## src/rtl/rec_play_ctrl_if.sv

```systemverilog
// Control and note-memory bus of the record/playback controller.
// master = user/keypad side, slave = rec_play_ctrl.
interface rec_play_ctrl_if #(
   parameter int ADDR_W = 3
);
   logic              rec_req;
   logic              play_req;
   logic              key_valid;
   logic              loop_en;
   logic              ce;
   logic              RW;
   logic [ADDR_W-1:0] addr;
   logic [ADDR_W:0]   len;
   logic [2:0]        state;
   logic              done;

   modport master (
      output rec_req, play_req, key_valid, loop_en,
      input  ce, RW, addr, len, state, done
   );

   modport slave (
      input  rec_req, play_req, key_valid, loop_en,
      output ce, RW, addr, len, state, done
   );
endinterface

```

## src/rtl/rec_play_ctrl.sv

```systemverilog
// Record/playback sequencer: stores key strobes into a note memory and
// replays them with a fixed gap, optionally looping.
module rec_play_ctrl #(
   parameter int ADDR_W   = 3,
   parameter int STEP_CYC = 4
) (
   input  logic           clock,
   input  logic           reset,
   rec_play_ctrl_if.slave bus
);
   localparam int TW = (STEP_CYC > 1) ? $clog2(STEP_CYC) : 1;
   localparam logic [ADDR_W:0]   DEPTH_L    = (ADDR_W+1)'(2**ADDR_W);
   localparam logic [ADDR_W:0]   LEN_ONE    = (ADDR_W+1)'(1);
   localparam logic [ADDR_W-1:0] ADDR_ONE   = ADDR_W'(1);
   localparam logic [ADDR_W-1:0] LAST_ADDR  = '1;
   localparam logic [TW-1:0]     TIMER_LOAD = TW'(STEP_CYC - 1);

   typedef enum logic [2:0] {
      IDLE     = 3'd0,
      REC_WAIT = 3'd1,
      REC_WR   = 3'd2,
      PLAY_RD  = 3'd3,
      PLAY_GAP = 3'd4
   } state_t;

   state_t            state_q, state_d;
   logic [ADDR_W-1:0] addr_q, addr_d;
   logic [ADDR_W:0]   len_q, len_d;
   logic [TW-1:0]     timer_q, timer_d;
   logic              done_q, done_d;
   logic [ADDR_W:0]   last_idx;

   assign last_idx = len_q - LEN_ONE;

   always_ff @(posedge clock or negedge reset) begin
      if (!reset) begin
         state_q <= IDLE;
         addr_q  <= '0;
         len_q   <= '0;
         timer_q <= '0;
         done_q  <= 1'b0;
      end else begin
         state_q <= state_d;
         addr_q  <= addr_d;
         len_q   <= len_d;
         timer_q <= timer_d;
         done_q  <= done_d;
      end
   end

   always_comb begin
      state_d = state_q;
      addr_d  = addr_q;
      len_d   = len_q;
      timer_d = timer_q;
      done_d  = 1'b0;
      case (state_q)
         IDLE: begin
            if (bus.rec_req) begin
               state_d = REC_WAIT;
               addr_d  = '0;
               len_d   = '0;
            end else if (bus.play_req && (len_q != '0)) begin
               state_d = PLAY_RD;
               addr_d  = '0;
            end
         end
         REC_WAIT: begin
            if (!bus.rec_req)
               state_d = IDLE;
            else if (bus.key_valid)
               state_d = REC_WR;
         end
         REC_WR: begin
            if (len_q < DEPTH_L)
               len_d = len_q + LEN_ONE;
            // A full memory ends recording here, so addr never wraps.
            if (addr_q == LAST_ADDR) begin
               state_d = IDLE;
               done_d  = 1'b1;
            end else begin
               addr_d  = addr_q + ADDR_ONE;
               state_d = REC_WAIT;
            end
         end
         PLAY_RD: begin
            timer_d = TIMER_LOAD;
            state_d = PLAY_GAP;
         end
         PLAY_GAP: begin
            // Abort outranks every timer decision and never pulses done.
            if (!bus.play_req)
               state_d = IDLE;
            else if (timer_q != '0)
               timer_d = timer_q - TW'(1);
            else if ({1'b0, addr_q} != last_idx) begin
               addr_d  = addr_q + ADDR_ONE;
               state_d = PLAY_RD;
            end else if (bus.loop_en) begin
               addr_d  = '0;
               state_d = PLAY_RD;
            end else begin
               state_d = IDLE;
               done_d  = 1'b1;
            end
         end
         default: state_d = IDLE;
      endcase
   end

   assign bus.ce    = (state_q == REC_WR) || (state_q == PLAY_RD);
   assign bus.RW    = (state_q == REC_WAIT) || (state_q == REC_WR);
   assign bus.addr  = addr_q;
   assign bus.len   = len_q;
   assign bus.state = state_q;
   assign bus.done  = done_q;
endmodule

```

## src/flat_wrapper.sv

```systemverilog
// flat-port wrapper written by rule: the top's interface ports become plain ports
module rec_play_ctrl_flat 
#(
   parameter int ADDR_W   = 3,
   parameter int STEP_CYC = 4
)
  (clock, reset, bus_rec_req, bus_play_req, bus_key_valid, bus_loop_en, bus_ce, bus_RW, bus_addr, bus_len, bus_state, bus_done);
  rec_play_ctrl_if #(.ADDR_W(ADDR_W)) bus_i ();
  input  logic clock;
  input  logic reset;
  input wire logic [$bits(bus_i.rec_req)-1:0] bus_rec_req;
  input wire logic [$bits(bus_i.play_req)-1:0] bus_play_req;
  input wire logic [$bits(bus_i.key_valid)-1:0] bus_key_valid;
  input wire logic [$bits(bus_i.loop_en)-1:0] bus_loop_en;
  output wire logic [$bits(bus_i.ce)-1:0] bus_ce;
  output wire logic [$bits(bus_i.RW)-1:0] bus_RW;
  output wire logic [$bits(bus_i.addr)-1:0] bus_addr;
  output wire logic [$bits(bus_i.len)-1:0] bus_len;
  output wire logic [$bits(bus_i.state)-1:0] bus_state;
  output wire logic [$bits(bus_i.done)-1:0] bus_done;
  assign bus_i.rec_req = bus_rec_req;
  assign bus_i.play_req = bus_play_req;
  assign bus_i.key_valid = bus_key_valid;
  assign bus_i.loop_en = bus_loop_en;
  assign bus_ce = bus_i.ce;
  assign bus_RW = bus_i.RW;
  assign bus_addr = bus_i.addr;
  assign bus_len = bus_i.len;
  assign bus_state = bus_i.state;
  assign bus_done = bus_i.done;
  rec_play_ctrl #(.ADDR_W(ADDR_W), .STEP_CYC(STEP_CYC)) u_core (.clock(clock), .reset(reset), .bus(bus_i));
endmodule
```

## config.mk

```make
export PLATFORM = sky130hd
export DESIGN_NAME = rec_play_ctrl_flat
export DESIGN_NICKNAME = d
export VERILOG_FILES = /design/src/rtl/rec_play_ctrl_if.sv /design/src/rtl/rec_play_ctrl.sv /design/src/flat_wrapper.sv
export SDC_FILE = /design/constraint.sdc
export NUM_CORES = 1
export LEC_CHECK = 0
export CORE_MARGIN = 5
export CORE_UTILIZATION = 52
export CTS_BUF_LIST = sky130_fd_sc_hd__clkbuf_16
export DETAILED_ROUTE_END_ITERATION = 12
export PLACE_DENSITY_LB_ADDON = 0.3
export SLEW_MARGIN = 20
export SYNTH_ARGS = -nofsm -noshare
export SYNTH_HDL_FRONTEND = slang
export SYNTH_SLANG_ARGS = --single-unit
export TNS_END_PERCENT = 10
```

## constraint.sdc

```tcl
create_clock -name clock -period 5.5 [get_ports clock]
set_input_delay 0.55 -clock clock [delete_from_list [all_inputs] [get_ports clock]]
set_output_delay 0.55 -clock clock [all_outputs]
set_load 0.01 [all_outputs]
```

# After elaboration in Yosys (flattened, before gate mapping)
# Cells that the tools add are included.
# totals
ff_bits	13
latch_bits	0
ram_bits	0
mem_bits_ro	0
wordCells	69
mem_count	0
# classes
add_sub_neg	4
n_mul	0
n_div	0
magnitude_cmp	1
eq_ne	16
shifts	0
n_mux	30
n_bitwise	0
n_reduce_logical	13
# ops
operator	n
two-way mux 3 bit	14
case mux 3 bit (5 select lines)	1
case mux 3 bit (3 select lines)	1
AND reduction 3 bit	3
two-way mux 4 bit	2
inequality test 2 bit (second input constant)	4
case mux 4 bit (2 select lines)	1
== test 3 x 2 -> 1 bit (second input constant)	2
== test 3 bit (second input constant)	2
two-way mux 1 bit	6
two-way mux 2 bit	3
inequality test 3 x 2 -> 1 bit (second input constant)	2
inequality test 3 bit (second input constant)	2
AND reduction 6 bit	1
nonzero test 2 bit	3
adder 4 x 1 -> 4 bit (second input constant)	1
< comparator 4 bit (second input constant)	1
inequality test 2 x 1 -> 1 bit (second input constant)	2
inequality test 3 x 4 -> 1 bit	1
case mux 2 bit (2 select lines)	1
nonzero test 4 bit	1
subtractor 4 x 1 -> 4 bit (second input constant)	1
adder 3 x 1 -> 3 bit (second input constant)	1
== test 3 x 1 -> 1 bit (second input constant)	1
6 further kinds	7

# Longest topological paths before layout
# Gate-level depths: netlist (run 1).
# depth
depth_word	6
mapped_depth	7

# Worst setup path after synthesis (run 1)
# Ideal clock, no wire load.
# synth_path
path_kind	flip-flop to flip-flop
start	reg u_core.len_q[0], in the netlist u_core.bus.len[0]
end	reg u_core.addr_q[0], in the netlist u_core.bus.addr[0]
setup_time_ns	0.079
arrival_time_ns	2.249
required_time_ns	5.421
setup_slack_ns	3.171
path_stages_with_launch	8
n_path_buf	0
period_less_slack_ns	2.329
path_cell_list	dfrtp_1 inv_1 ha_1 xor2_2 or4b_4 a2111oi_4 a2111o_2 mux2i_1
# synth_via
elab_chain_len	6
# synth_lines
element	line	rtl
from (decl)	rec_play_ctrl.sv:28	logic [ADDR_W:0] len_q, len_d;
from (signal assigned)	rec_play_ctrl.sv:45	len_q <= len_d;
subtractor 4 x 1 -> 4 bit	rec_play_ctrl.sv:33	assign last_idx = len_q - LEN_ONE;
inequality test 3 x 4 -> 1 bit	rec_play_ctrl.sv:96	else if ({1'b0, addr_q} != last_idx) begin
two-way mux 3 bit	rec_play_ctrl.sv:96	
two-way mux 3 bit	rec_play_ctrl.sv:94	else if (timer_q != '0)
two-way mux 3 bit	rec_play_ctrl.sv:92	if (!bus.play_req)
case mux 3 bit (3 select lines)	rec_play_ctrl.sv:57	case (state_q)
to (signal assigned)	rec_play_ctrl.sv:44	addr_q <= addr_d;
to (decl)	rec_play_ctrl.sv:27	logic [ADDR_W-1:0] addr_q, addr_d;
# Several ways; a longest one is shown, not always the timed one. The select of a mux whose other input is x is not followed.
# A chain may end at the register's enable or synchronous reset.

# Final worst setup path (run 1)
# layout_path
start	reg u_core.len_q[0], in the netlist u_core.bus.len[0]
end	reg u_core.addr_q[1], in the netlist u_core.bus.addr[1]
# The elaborated chain is that of the path after synthesis.

==> results of run 1 <==
-- cell type report --
type	instances	share of cell area
clock inverter	1	0.00331
tap	16	0.0177
sequential	13	0.287
inverter	8	0.0265
multi-input combinational	63	0.440
timing repair buffer	18	0.159
clock buffer	3	0.0663
-- registers in the layout (all words and copies together) (netlist names) --
signal	flops
u_core.bus.done	1
u_core.bus.addr	3
u_core.bus.state	3
u_core.bus.len	4
u_core.timer_q	2
-- synth_stat cells, types with 2 or more instances --
| cell | instances | area share |
|---|---|---|
| dfrtp_1 | 13 | 0.38 |
| nand2_1 | 10 | 0.043 |
| inv_1 | 8 | 0.035 |
| or3b_2 | 2 | 0.020 |
| nor4b_1 | 3 | 0.030 |
| a21oi_1 | 3 | 0.017 |
| clkbuf_1 | 3 | 0.013 |
| xor2_1 | 2 | 0.020 |
| nor2_1 | 7 | 0.030 |
| xnor2_1 | 3 | 0.030 |
| mux2i_1 | 3 | 0.035 |
| ha_1 | 5 | 0.072 |
| o21ai_0 | 2 | 0.012 |
-- worst register-to-register path: stages, from the launching register on --
cell	delay [ns]
dfrtp_1	0.48
inv_1	0.08
ha_1	0.24
xor2_2	0.17
or4b_4	0.50
a2111oi_4	0.42
a2111o_2	0.27
mux2i_1	0.19
-- per-stage QoR --
step                      instance area (um^2)  setup slack [ns]  utilization  std cells
after floorplan                            865              3.17            -         87
after global placement                    1050              3.16        0.683        118
after detailed placement                  1050              3.07        0.683        118
after CTS                                 1130              3.06        0.735        122
after global routing                      1130              2.94        0.735        122
final                                     1130              3.06        0.735        122
-- metal layers --
layer  track usage  up-vias  share of wire
met1         0.217      323           0.45
met5             0        -              0
met2         0.252       19           0.47
met3        0.0414        2          0.066
li1              -      347              -
met4        0.0638        0          0.010
-- cell families after synthesis --
logic type	Yosys count	share of synthesized area
simple gates	32	0.221
xor+xnor	6	0.0695
fa+ha+maj	5	0.0724
buf+inv	11	0.0478
flops	13	0.376
mux	4	0.0478
compound gates	16	0.165
-- worst max-delay path by stage --
| stage | to | slack (ns) | cells after the start |
|---|---|---|---|
| 2_1_floorplan | u_core.bus.addr[0] | 3.17 | 7 |
| 3_3_place_gp | u_core.bus.addr[1] | 3.16 | 7 |
| 3_5_place_dp | u_core.bus.addr[1] | 3.07 | 7 |
| 4_1_cts | u_core.bus.addr[1] | 3.06 | 7 |
| 5_1_grt | u_core.bus.addr[2] | 2.94 | 7 |
| 6_report | u_core.bus.addr[1] | 3.06 | 7 |
-- power by group through the flow --
stage | clock [mW] | sequential [mW] | combinational [mW]
final | 0.135 | 0.183 | 0.305
after global routing | 0.142 | 0.191 | 0.333
after CTS | 0.137 | 0.182 | 0.309
after detailed placement | 0 | 0.183 | 0.304
after global placement | 0 | 0.180 | 0.296
after floorplan | 0 | 0.164 | 0.214
==> results.cfg, run 1 <==
[critical_path]
r2r_setup_slack_ns = 3.06
setup.worst_path.start = u_core.bus.len[0]
critical_path_class = reg2reg
worstPathMaxFanout = 8
r2r-end = u_core.bus.addr[1]
crit_path_start_kind = flop
crit_family = compound AO/OA/AOI/OAI gates
worstPathRequired_ns = 5.66
reg2regPathDepth = 7
worst-path-buf-inv = 1
end_kind = flop
r2r_start = u_core.bus.len[0]
critPathArrivalTime_ns = 2.60
critPathMaxStageDelay_ns = 0.50
crit_path_top_delay_cell = or4b_4
path_cells = inv_1 > ha_1 > xor2_2 > or4b_4 > a2111oi_4 > a2111o_2 > mux2i_1

[hold_path]
hold_path.startpoint = u_core.timer_q[0]
min_path_cells = 1
min_to = u_core.timer_q[0]
hp-class = reg2reg

[routing]
drc = 0
wl_mm = 1.87
via_per_inst = 5.66
vias = 691
antenna_left = 0
first_iter_violations = 14
firstDrtPassIters = 4
wire_per_inst_um = 15.4

[outcome]
outcome = completed

[placed_design]
numPortBuffers = 18
hpwl_mm = 1.35
gp_congestion = 0.786

[cts]
cts_tree = yes
cts-htree-levels = 1
cts_root_buffer = clkbuf_16
post_cts_resized = 0
cts_buffers = 3
ctsHoldBuffers = 0
post_cts_buffers = 0
path_clk_slew_ns = 0.05
insertion_delay_ns = 0.24
clkSinkCount = 13
cts_buffer_depth = 2

[synthesis]
synth-seq-cells = 13
postSynth.asyncResetShare = 1.00
netlist_instances = 87
ys_seq_area_frac = 0.376
syn_area_per_cell_um2 = 9.94
ys.flop_type = dfrtp_1
ys_warn_count = 0
synthDistinctLibCells = 36
syn_area_um2 = 865
synth_fp_nets = 98
synth_edf_count = 0

[global_route]
grt_max_degree = 14
grt-ovfl-total = 0
grt_use_total = 0.163
grt_pass1_vias = 686
antenna_found_initial = 0
grt_pass1_wl_mm = 3.24

[power]
power.share.sequential = 0.294
p_clk_frac = 0.217
switching_share = 0.385
leakage_nw = 0.513
p_int_mw = 0.383
p_comb_frac = 0.489
ir_drop_v = 0.000316
power.density_nw_per_um2 = 550
fin_total_pwr_mw = 0.623
netSwitchingPower_mw = 0.240

[final_layout]
layout_commonest_cell = clkdlybuf4s50_1
insertedDiodeCount = 0
final_cell_mix = clkdlybuf4s50_1, dfrtp_1, nand2_1, inv_1, nor2_1
num-fill-cells = 109
multi_input_area_um2 = 498
register_area_um2 = 325
drive_gt1_frac = 0.132
area_delta_synth_final_pct = 31.0
nets = 118

[timing]
tightest_slew_ns = 0.574
relSlewSlack = 0.612
tns_ns = 0
setup_viol = 0
skew_ns = 0.00158
clock.fmax_mhz = 410
fin_crit_sh = 0.444
rsz0062_at_grt = no
finalCriticalPeriod_ns = 2.44
slew_viol_final = 0
holdWs_ns = 0.479
final_hold_viol_count = 0

[floorplan]
die_w_um = 50.8
ios = 19
row_count = 14
start_util = 0.561
core-area_um2 = 1540
die_y_um = 50.8
die-area_um2 = 2580

[job]
cap_viol_max_count = 0
Note: power is estimated with default switching activity, not from simulation.
==> run 2, diff against run 1 <==
--- a/config.mk
+++ b/config.mk
@@ -6,7 +6,7 @@
 export NUM_CORES = 1
 export LEC_CHECK = 0
 export CORE_MARGIN = 5
-export CORE_UTILIZATION = 52
+export CORE_UTILIZATION = 44
 export CTS_BUF_LIST = sky130_fd_sc_hd__clkbuf_16
 export DETAILED_ROUTE_END_ITERATION = 12
 export PLACE_DENSITY_LB_ADDON = 0.3
==> constraint.sdc (replaced) <==
create_clock -name clock -period 2 [get_ports clock]
set_input_delay 0.2 -clock clock [delete_from_list [all_inputs] [get_ports clock]]
set_output_delay 0.2 -clock clock [all_outputs]
set_load 0.01 [all_outputs]
==> results.cfg, run 2 (same netlist as run 1, synthesis figures left out) <==
[outcome]
outcome = complete, but fails checks
violations = negative setup slack

[power]
leakage_nw = 0.577
fin_total_pwr_mw = 1.89
ir_drop_v = 0.000924
power.density_nw_per_um2 = 1500

[timing]
clock.fmax_mhz = 473
tightest_slew_ns = 0.594
finalCriticalPeriod_ns = 2.12
setup_viol = 5
layout_setup_ws_ns = -0.116
slew_viol_final = 0
rsz0062_at_grt = yes
relSlewSlack = 0.603
tns_ns = -0.397
final_hold_viol_count = 0
fin_crit_sh = 1.06
skew_ns = 0.000717

[final_layout]
final_cell_mix = clkdlybuf4s50_1, buf_4, dfrtp_1, nand2_1
nets = 131
area_delta_synth_final_pct = 45.6
utilization = 0.655
layout_commonest_cell = clkdlybuf4s50_1
largest_register_ffs = 4
insertedDiodeCount = 0
drive_gt1_frac = 0.269

[cts]
cts_tree = yes
ctsHoldBuffers = 0
cts-htree-levels = 1
cts_buffers = 3
insertion_delay_ns = 0.24
cts_root_buffer = clkbuf_16
cts_buffer_depth = 2
clkSinkCount = 13
path_clk_slew_ns = 0.04

[job]
cap_viol_max_count = 0

[critical_path]
worstPathMaxFanout = 4
critPathMaxStageDelay_ns = 0.53
path_cells = inv_2 > ha_4 > xor2_2 > or4b_4 > a2111oi_4 > a2111o_2 > mux2i_1
reg2regPathDepth = 7
r2r_setup_slack_ns = -0.12
cp.depth = 7
critical_path_class = reg2reg
crit_family = compound AO/OA/AOI/OAI gates
r2r-end = u_core.bus.addr[2]
end_kind = flop
crit_path_top_delay_cell = or4b_4
worstPathRequired_ns = 2.16
r2r_start = u_core.bus.len[0]
critPathArrivalTime_ns = 2.27
worst-path-buf-inv = 1
crit_path_start_kind = flop

[routing]
via_per_inst = 5.22
wl_mm = 1.99
firstDrtPassIters = 6
antenna_left = 0
first_iter_violations = 9
vias = 762
drc = 0
wire_per_inst_um = 13.6

[floorplan]
die_w_um = 54.3
die_y_um = 54.3
ios = 19
core-area_um2 = 1920
start_util = 0.450
die-area_um2 = 2950
row_count = 16

[placed_design]
gp_congestion = 0.817
numPortBuffers = 18
hpwl_mm = 1.59
dp_slack_ns = -0.129

[global_route]
grt_max_degree = 14
antenna_found_initial = 0
grt_pass1_vias = 750
grt-ovfl-total = 0
grt_pass1_wl_mm = 3.31
grt_use_total = 0.159

[hold_path]
hp-class = in2async
==> run 2: cell types whose count changed in the layout (fill, tap and decap cells not counted) <==
cell,previous run,this run
buf_4,0,13
inv_1,9,7
o21ai_0,2,1
ha_4,0,1
ha_1,5,4
o21ai_1,0,1
dfrtp_2,0,2
inv_2,0,2
dfrtp_1,13,11
==> run 2: worst reg2reg max path, cell delays in order (launching register included) <==
cell       delay [ns]
dfrtp_2          0.37
inv_2            0.05
ha_4             0.16
xor2_2           0.14
or4b_4           0.53
a2111oi_4        0.32
a2111o_2         0.25
mux2i_1          0.21
==> run 2: per-layer routing <==
layer / part of all wire / vias up / GRT usage / wire length, um
met5: 0 / - / 0 / 0
met3: 0.031 / 5 / 0.0354 / 61
li1: - / 378 / - / -
met4: 0.020 / 0 / 0.0871 / 39
met2: 0.49 / 13 / 0.251 / 978
met1: 0.46 / 366 / 0.201 / 905
==> run 2: through the flow <==
step           cells  instance area (um^2)  hold slack (ns)
6_report         146                  1260            0.338
5_1_grt          146                  1260            0.388
4_1_cts          145                  1250            0.356
3_5_place_dp     141                  1170            0.465
3_3_place_gp     141                  1170            0.451
2_1_floorplan     87                   880          -0.0956
==> run 2: final cells by class <==
type | instances | area, um^2
fill | 159 | 663
sequential | 13 | 328
multi-input combinational | 63 | 510
inverter | 8 | 30.0
clock buffer | 3 | 75.1
tap | 27 | 33.8
clock inverter | 1 | 3.75
timing repair buffer | 31 | 278
==> run 2: timing repair <==
item / CTS / global route
buffers inserted: 0 / 1
endpoints found under the setup margin: 6 / 6
resized for setup: 1 / 0
pin swaps: 3 / 1
==> run 2: worst max-delay path by stage <==
stage | to | slack, ns | start
finish | u_core.bus.addr[2] | -0.12 | u_core.bus.len[0]
global route | u_core.bus.addr[2] | -0.21 | u_core.bus.len[0]
CTS | u_core.bus.addr[0] | -0.13 | u_core.bus.len[0]
detailed placement | u_core.bus.addr[0] | -0.13 | u_core.bus.len[1]
global placement | u_core.bus.addr[0] | -0.09 | u_core.bus.len[1]
floorplan | u_core.bus.addr[0] | -0.16 | u_core.bus.len[0]
==> run 2: power breakdown <==
part / internal (mW) / switching (mW)
registers: 0.347 / 0.0898
clock network: 0.263 / 0.105
logic: 0.587 / 0.494
total: 1.20 / 0.689
